<file path="src/rtl/reaction_timer_mp.sv">
// Multi-player reaction-time referee: random pre-stimulus delay,
// per-player timing, false-start detection, winner/tie/timeout.
module reaction_timer_mp #(
  parameter int CLK_HZ    = 10000000,
  parameter int TICK_HZ   = 1000,
  parameter int N_PLAYERS = 2,
  parameter int MIN_DELAY = 1000,
  parameter int RAND_W    = 12,
  parameter int TIME_W    = 14,
  parameter int TIMEOUT   = 5000
) (
  input  logic                          clk,
  input  logic                          rst,
  input  logic                          start,
  input  logic [RAND_W-1:0]             rand_val,
  input  logic [N_PLAYERS-1:0]          resp,
  output logic                          stim,
  output logic                          busy,
  output logic [N_PLAYERS-1:0]          early,
  output logic [N_PLAYERS*TIME_W-1:0]   react_time,
  output logic [N_PLAYERS-1:0]          winner,
  output logic                          tie,
  output logic                          timeout,
  output logic                          done
);

  localparam int DIV   = CLK_HZ / TICK_HZ;
  localparam int DIV_W = $clog2(DIV);
  localparam int TGT_W = RAND_W + 1 + $clog2(MIN_DELAY + 1);
  localparam int CNT_W = (TGT_W > TIME_W) ? TGT_W : TIME_W;
  localparam int RT_W  = N_PLAYERS * TIME_W;

  localparam logic [DIV_W-1:0]  DIV_LAST = DIV_W'(DIV - 1);
  localparam logic [CNT_W-1:0]  TMO      = CNT_W'(TIMEOUT);
  localparam logic [TIME_W-1:0] SAT      = '1;

  typedef enum logic [1:0] {
    S_IDLE,
    S_WAIT,
    S_GO,
    S_DONE
  } state_t;

  state_t                 r_state;
  logic [DIV_W-1:0]       r_div;
  logic [CNT_W-1:0]       r_tcnt;
  logic [TGT_W-1:0]       r_target;
  logic [N_PLAYERS-1:0]   r_prev;
  logic [N_PLAYERS-1:0]   r_early;
  logic [N_PLAYERS-1:0]   r_recd;
  logic [RT_W-1:0]        r_rt;
  logic [N_PLAYERS-1:0]   r_winner;
  logic                   r_tie;
  logic                   r_timeout;
  logic                   r_done;
  logic                   r_stim;
  logic                   r_busy;

  logic                   w_tick;
  logic [CNT_W-1:0]       w_cnt_inc;
  logic [N_PLAYERS-1:0]   w_edge;
  logic [N_PLAYERS-1:0]   w_early_nxt;
  logic [N_PLAYERS-1:0]   w_rec;
  logic [N_PLAYERS-1:0]   w_recd_nxt;
  logic                   w_tmo;
  logic                   w_all;
  logic [RT_W-1:0]        w_rt_nxt;
  logic [TIME_W-1:0]      w_best;
  logic [N_PLAYERS-1:0]   w_win;
  logic                   w_tie;
  logic                   w_found;

  assign w_tick      = (r_div == DIV_LAST);
  assign w_cnt_inc   = r_tcnt + 1'b1;
  assign w_edge      = resp & ~r_prev;
  assign w_early_nxt = r_early | w_edge;
  assign w_rec       = (r_state == S_GO) ?
                       (w_edge & ~r_early & ~r_recd) : '0;
  assign w_recd_nxt  = r_recd | w_rec;
  assign w_all       = &(w_recd_nxt | r_early);
  assign w_tmo       = (r_state == S_GO) && w_tick &&
                       (w_cnt_inc == TMO);

  // A press in the timeout cycle is recorded, not saturated.
  always_comb begin
    w_rt_nxt = r_rt;
    for (int i = 0; i < N_PLAYERS; i++) begin
      if (w_rec[i])
        w_rt_nxt[i*TIME_W +: TIME_W] = r_tcnt[TIME_W-1:0];
      else if (w_tmo && !w_recd_nxt[i] && !r_early[i])
        w_rt_nxt[i*TIME_W +: TIME_W] = SAT;
    end
  end

  // Strict less-than keeps the lowest index among equals.
  always_comb begin
    w_best  = SAT;
    w_win   = '0;
    w_tie   = 1'b0;
    w_found = 1'b0;
    for (int i = 0; i < N_PLAYERS; i++) begin
      if (w_recd_nxt[i]) begin
        if (!w_found ||
            w_rt_nxt[i*TIME_W +: TIME_W] < w_best) begin
          w_best   = w_rt_nxt[i*TIME_W +: TIME_W];
          w_win    = '0;
          w_win[i] = 1'b1;
          w_tie    = 1'b0;
          w_found  = 1'b1;
        end else if (w_rt_nxt[i*TIME_W +: TIME_W] == w_best) begin
          w_tie = 1'b1;
        end
      end
    end
  end

  always_ff @(posedge clk) begin
    r_prev <= resp;
    if (rst) begin
      r_state   <= S_IDLE;
      r_div     <= '0;
      r_tcnt    <= '0;
      r_target  <= '0;
      r_early   <= '0;
      r_recd    <= '0;
      r_rt      <= '0;
      r_winner  <= '0;
      r_tie     <= 1'b0;
      r_timeout <= 1'b0;
      r_done    <= 1'b0;
      r_stim    <= 1'b0;
      r_busy    <= 1'b0;
    end else begin
      unique case (r_state)
        S_IDLE, S_DONE: begin
          if (start) begin
            r_state   <= S_WAIT;
            r_target  <= TGT_W'(MIN_DELAY) + TGT_W'(rand_val);
            r_div     <= '0;
            r_tcnt    <= '0;
            r_early   <= '0;
            r_recd    <= '0;
            r_rt      <= '0;
            r_winner  <= '0;
            r_tie     <= 1'b0;
            r_timeout <= 1'b0;
            r_done    <= 1'b0;
            r_busy    <= 1'b1;
          end
        end
        S_WAIT: begin
          r_early <= w_early_nxt;
          if (w_tick) begin
            r_div  <= '0;
            r_tcnt <= w_cnt_inc;
          end else begin
            r_div  <= r_div + 1'b1;
          end
          if (&w_early_nxt) begin
            r_state <= S_DONE;
            r_busy  <= 1'b0;
            r_done  <= 1'b1;
          end else if (w_tick &&
                       w_cnt_inc >= CNT_W'(r_target)) begin
            r_state <= S_GO;
            r_stim  <= 1'b1;
            r_div   <= '0;
            r_tcnt  <= '0;
          end
        end
        S_GO: begin
          r_recd <= w_recd_nxt;
          r_rt   <= w_rt_nxt;
          if (w_tick) begin
            r_div  <= '0;
            r_tcnt <= w_cnt_inc;
          end else begin
            r_div  <= r_div + 1'b1;
          end
          if (w_all || w_tmo) begin
            r_state   <= S_DONE;
            r_stim    <= 1'b0;
            r_busy    <= 1'b0;
            r_done    <= 1'b1;
            r_winner  <= w_win;
            r_tie     <= w_tie;
            r_timeout <= w_tmo && !w_all;
          end
        end
        default: r_state <= S_IDLE;
      endcase
    end
  end

  assign stim       = r_stim;
  assign busy       = r_busy;
  assign early      = r_early;
  assign react_time = r_rt;
  assign winner     = r_winner;
  assign tie        = r_tie;
  assign timeout    = r_timeout;
  assign done       = r_done;

endmodule
</file>
<file path="config.mk">
export PLATFORM = sky130hd
export DESIGN_NAME = reaction_timer_mp
export DESIGN_NICKNAME = d
export VERILOG_FILES = /design/src/rtl/reaction_timer_mp.sv
export SDC_FILE = /design/constraint.sdc
export NUM_CORES = 1
export LEC_CHECK = 0
export ABC_AREA = 1
export CELL_PAD_IN_SITES_DETAIL_PLACEMENT = 0
export CELL_PAD_IN_SITES_GLOBAL_PLACEMENT = 1
export CORE_MARGIN = 1.5
export CORE_UTILIZATION = 27
export CTS_CLUSTER_SIZE = 24
export DETAILED_ROUTE_END_ITERATION = 7
export PLACE_DENSITY_LB_ADDON = 0.12
export SYNTH_ARGS = -nofsm -noshare
export SYNTH_HDL_FRONTEND = slang
export SYNTH_SLANG_ARGS = --single-unit
export TNS_END_PERCENT = 10
</file>
<file path="constraint.sdc">
create_clock -name clk -period 6.34 [get_ports clk]
set_clock_uncertainty 0.15 [all_clocks]
set_input_delay 1.268 -clock clk [delete_from_list [all_inputs] [get_ports clk]]
set_output_delay 1.268 -clock clk [all_outputs]
set_load 0.02 [all_outputs]
</file>
# Word-level counts from Yosys, hierarchy flattened
# Index checks and enable logic that the tools add are counted.
classes:
  n_lt_le_gt_ge: 2
  n_addsub: 3
  n_reduce_logical: 30
  n_bitwise: 9
  eq_ne: 12
  n_mux: 50
ops:
  columns: ["op", "count"]
  rows:
  - ["$mux W14", 9]
  - ["$mux W23", 4]
  - ["$pmux W23 S3", 1]
  - ["$pmux W28 S2", 1]
  - ["$pmux W14 S3", 1]
  - ["$mux W28", 1]
  - ["$add A23 B1 Y23 const B", 1]
  - ["$eq A23 B13 Y1 const B", 1]
  - ["$ge A23 B23 Y1", 1]
  - ["$mux W2", 9]
  - ["$mux W1", 15]
  - ["$add A14 B1 Y14 const B", 1]
  - ["$eq A14 B14 Y1", 1]
  - ["$eq A14 B14 Y1 const B", 1]
  - ["$lt A14 B14 Y1", 1]
  - ["$add A10 B12 Y13 const A", 1]
  - ["$pmux W2 S2", 3]
  - ["$reduce_and A2 Y1", 5]
  - ["$reduce_and A3 Y1", 3]
  - ["$logic_and A1 B1 Y1", 8]
  - ["$ne A2 B2 Y1 const B", 4]
  - ["$and A2 B2 Y2", 3]
  - ["$logic_not A1 Y1", 6]
  - ["$not A2 Y2", 3]
  - ["13 further kinds", 22]
word_totals:
  regBits: 103
  out_inout_bits: 37
  wordCells: 120

# Depth between registers and ports, before layout
depth:
  ltp_word: 18
  ltp_mapped: 26
  ltp_nobuf: 25

# Least setup slack after synthesis
# No wires, ideal clock.
synth_timing:
  path_kind: "input to register"
  from: "in resp[1]"
  to: "reg r_tie, in the netlist tie"
  stages: 18
  path_buffers: 2
  required_time_ns: 6.120
  arrival_time_ns: 3.736
  setup_ns: 0.070
  slack_ns: 2.383
  cell_sequence: "inv_1 > or2_2 > nor4_1 > clkbuf_1 > clkbuf_1 > nor2_1 > a21boi_4 > ha_1 > nand2_1 > inv_1 > nand3_1 > nor4_1 > nand2_1 > nand2_1 > nand2_1 > nor4_1 > nand3_1 > a21oi_1"
synth_between:
  elab_chain_len: 16
synth_rtl:
  columns: ["item", "line_no", "text"]
  rows:
  - ["start: declaration", "16", "input logic [N_PLAYERS-1:0] resp,"]
  - ["$and A2 B2 Y2 *", "75", "assign w_edge = resp & ~r_prev;"]
  - ["$and A2 B2 Y2 * (2 in a row)", "78", "(w_edge & ~r_early & ~r_recd) : '0;"]
  - ["$mux W2 *", "77", "assign w_rec = (r_state == S_GO) ?"]
  - ["$or A2 B2 Y2", "79", "assign w_recd_nxt = r_recd | w_rec;"]
  - ["$logic_not A1 Y1", "90", "else if (w_tmo && !w_recd_nxt[i] && !r_early[i])"]
  - ["$logic_and A1 B1 Y1 (2 in a row)", "90", null]
  - ["$mux W14", "90", null]
  - ["$mux W14", "88", "if (w_rec[i])"]
  - ["$lt A14 B14 Y1 / $eq A14 B14 Y1 (equally long branches)", "104, 110", null]
  - ["$logic_or A1 B1 Y1 / $mux W1 (equally long branches)", "103, 110", null]
  - ["$mux W1", "103", "if (!w_found ||"]
  - ["$mux W1", "102", "if (w_recd_nxt[i]) begin"]
  - ["$mux W1", "180", "if (w_all || w_tmo) begin"]
  - ["$pmux W1 S2", "134", "unique case (r_state)"]
  - ["end signal: assignment", "186", "r_tie <= w_tie;"]
  - ["end: declaration", "53", "logic r_tie;"]
# Mark *: on every way between the ends. The rest lies on a longest branch, timed or not. The select of a mux whose other input is x is not followed.
# A chain may end at the register's enable or synchronous reset.

# Final worst setup path
# Ends and elaborated chain as after synthesis.

==> results.yml <==
power_and_ir_drop:
  finalPower_mw: 1.752
  leakagePower_nw: 2.793
  power_density_mw_per_mm2: 246.3
  vdd_drop_max_mv: 0.1098
routing:
  num_vias: 5861
  wirelength_um: 19190
  ant_nets: 0
  wl_per_cell_um: 15.45
  detail_route.vias_per_cell: 4.719
  dr.pass1.iters: 8
  drc: 5
  dr.first_iter.drc_count: 265
critical_path:
  start_kind: "input pin"
  cp_common_cell: "nand2_1"
  cpPeakStageDelay_ns: 0.47
  crit_buf_inv: 4
  crit_arrival_ns: 4.93
  endpoint_kind: "flop"
  cp_cell_sequence: "clkdlybuf4s50_1 -> inv_1 -> or2_2 -> nor4_2 -> buf_4 -> nor2_1 -> nand2_1 -> nand3b_4 -> a21boi_1 -> ha_1 -> nand2_1 -> inv_1 -> nand3_1 -> nor4_1 -> nand2_1 -> nand2_1 -> nand2_1 -> nor4_1 -> nand3_1 -> a21oi_1"
  crit_fanout: 29
  worstPathRequired_ns: 6.47
  path_class: "input pin to flop"
  crit_family: "simple AND/OR/NAND/NOR gates"
  slowest_stage: "clkdlybuf4s50_1"
global_route:
  grt_start_max_net_pins: 77
  grt_usage_pct: 16.84
  overflow: 0
  antenna_found_initial: 0
  grt_pass1_vias: 5766
  grt_pass1_wl_um: 31310
clock_tree:
  cts_resized: 0
  clk_path_buf_depth: 2
  post_cts_buffers: 0
  htreeDepth: 3
  root_buffer: "clkbuf_16"
  cts.clk_slew.worst_paths_ns: 0.07
  cts_tree: "yes"
  worstSkewPairLatency_ns: 0.36
  cts_sinks: 93
  cts_inserted_buffers: 9
  cts_hold_repair.buffers: 0
die:
  pin_count: 54
  core_mm2: 0.02196
  die_w_um: 152.8
  start_util_pct: 27.61
  die-area_mm2: 0.02336
  die_y_um: 152.8
  rows: 54
sta:
  fin_crit_sh_pct: 75.78
  fmax_mhz: 208.1
  holdWs_ns: 0.3043
  maxSlewViolCount: 0
  setup_slack_ns: 1.536
  rsz0062_at_grt: "no"
  max-slew-margin-rel_pct: 34.19
  worst_pin_slew_ns: 0.9861
  setup_viol: 0
  hold_viol: 0
  tns_ns: 0
  min_period_ns: 4.804
status:
  violations: "design-rule violations"
  status: "finished, violations left"
place:
  place.gp.congestion: 0.8145
  place_ws_ns: 1.127
  dpl-instance-area_mm2: 0.006839
  placed_cells_incl_taps: 1226
  portBuffers: 53
  dp.final_hpwl_um: 13920
synthesis:
  synth-seq-cells: 93
  syn_nets: 972
  avgSynthCellArea_um2: 6.575
  ys_warn_count: 0
  seq_area_frac_synth_pct: 30.71
  synthFlopType: "dfxtp_1"
  synth_adder_area_share_pct: 6.811
  synth-simple-area-share_pct: 32.53
  synth_xor_area_share_pct: 1.878
  synth_top_family_by_area: "simple AND/OR/NAND/NOR gates"
  synth-compound-area-share_pct: 19.44
  yosysUniqueCellTypes: 45
  syn-instance-count: 922
  syn_area_mm2: 0.006062
  synthMuxAreaShare_pct: 0
  synth_edf_count: 0
  async_flop_share_pct: 0
worst_hold_path:
  hold_path_class: "flop to flop"
finish:
  nNetsFinal: 1007
  design_area_mm2: 0.007116
  stdcell_count: 1242
  area_growth_pct: 17.38
  drive_above_1_share_pct: 6.653
  diodes: 0
  fin_util_pct: 32.40
run:
  max_cap_violations: 0
[metal layers]
| metal | wire length, µm | GRT usage, % |
|---|---|---|
| met1 | 9233 | 21.61 |
| met2 | 9356 | 30.05 |
| met3 | 476 | 2.694 |
| met4 | 128 | 2.801 |
| met5 | 0 | 0 |
[cells in the final DEF, fill, tap and decap left out, types with 5 or more instances in the layout]
cell | netlist | routed
a21oi_1 | 109 | 109
clkbuf_16 | 0 | 9
nor2_2 | 6 | 8
nand2_2 | 6 | 6
o21ai_0 | 35 | 35
nand2_1 | 263 | 263
dfxtp_1 | 93 | 93
clkdlybuf4s50_1 | 0 | 52
ha_1 | 33 | 33
o22ai_1 | 10 | 10
a211oi_1 | 5 | 5
xor2_1 | 12 | 12
nand3_1 | 56 | 56
a21boi_4 | 9 | 9
buf_4 | 0 | 7
inv_1 | 93 | 93
nand4_1 | 14 | 14
nor2_1 | 90 | 88
[tightest hold or removal path: stages, from the launching register on]
cell	delay, ns
dfxtp_1	0.31
inv_1	0.05
a21oi_1	0.05
[sequential cells by signal, indices dropped and copies added (netlist names), 13 cells and up]
signal      flops
r_target       13
r_div          14
react_time     28
r_tcnt         23
[worst paths after layout]
kind	start	end	slack, ns	depth (start not counted)
max	resp[1]	tie	1.54	20
min	done	done	0.30	2
max reg2reg	r_tcnt[0]	tie	1.76	25
min reg2reg	done	done	0.30	2
[synth_stat cells, types with 2 or more instances]
cell type | count | area, µm²
nand2_2 | 6 | 37.54
clkbuf_1 | 28 | 105.1
a21boi_1 | 4 | 30.03
o21ai_0 | 35 | 175.2
o211a_1 | 2 | 20.02
inv_2 | 2 | 7.510
xor2_1 | 12 | 105.1
ha_1 | 33 | 412.9
nor2_2 | 6 | 37.54
a31oi_1 | 3 | 18.77
buf_6 | 3 | 33.78
nand4_1 | 14 | 87.58
o22ai_1 | 10 | 62.56
buf_2 | 4 | 20.02
or2_2 | 4 | 25.02
inv_1 | 93 | 349.1
a211oi_1 | 5 | 37.54
nor3_1 | 2 | 10.01
nand2_1 | 263 | 987.2
nor2_4 | 4 | 45.04
a21boi_4 | 9 | 168.9
dfxtp_1 | 93 | 1862
nand3_2 | 3 | 30.03
o31ai_1 | 2 | 15.01
nor2_1 | 90 | 337.8
and2_1 | 2 | 12.51
a21oi_1 | 109 | 545.5
nor4_1 | 5 | 31.28
nand3_1 | 56 | 280.3
a221oi_1 | 4 | 35.03
o211ai_1 | 2 | 15.01
[power by group]
group / internal (mW) / switching, mW
Sequential: 0.631 / 0.0248
Clock: 0.270 / 0.267
Combinational: 0.164 / 0.396
Total: 1.06 / 0.688
[logic make-up after synthesis]
group                      Yosys count
AOI/OAI and AO/OA                  192
xor gates and xnor gates            13
adders and majority gates           33
buffers and inverters              132
DFF                                 93
and+or+nand+nor                    459
[layout make-up]
cell class / count / area (µm²)
flip-flops and latches: 93 / 1862
repair buffers: 60 / 578.1
clock inverters: 6 / 47.55
multi-input cells: 697 / 3689
fillers: 2419 / 14840
well taps: 280 / 350.3
inverters: 96 / 360.3
clock buffers: 10 / 229.0
No activity file was read; power rests on OpenSTA's default activity.
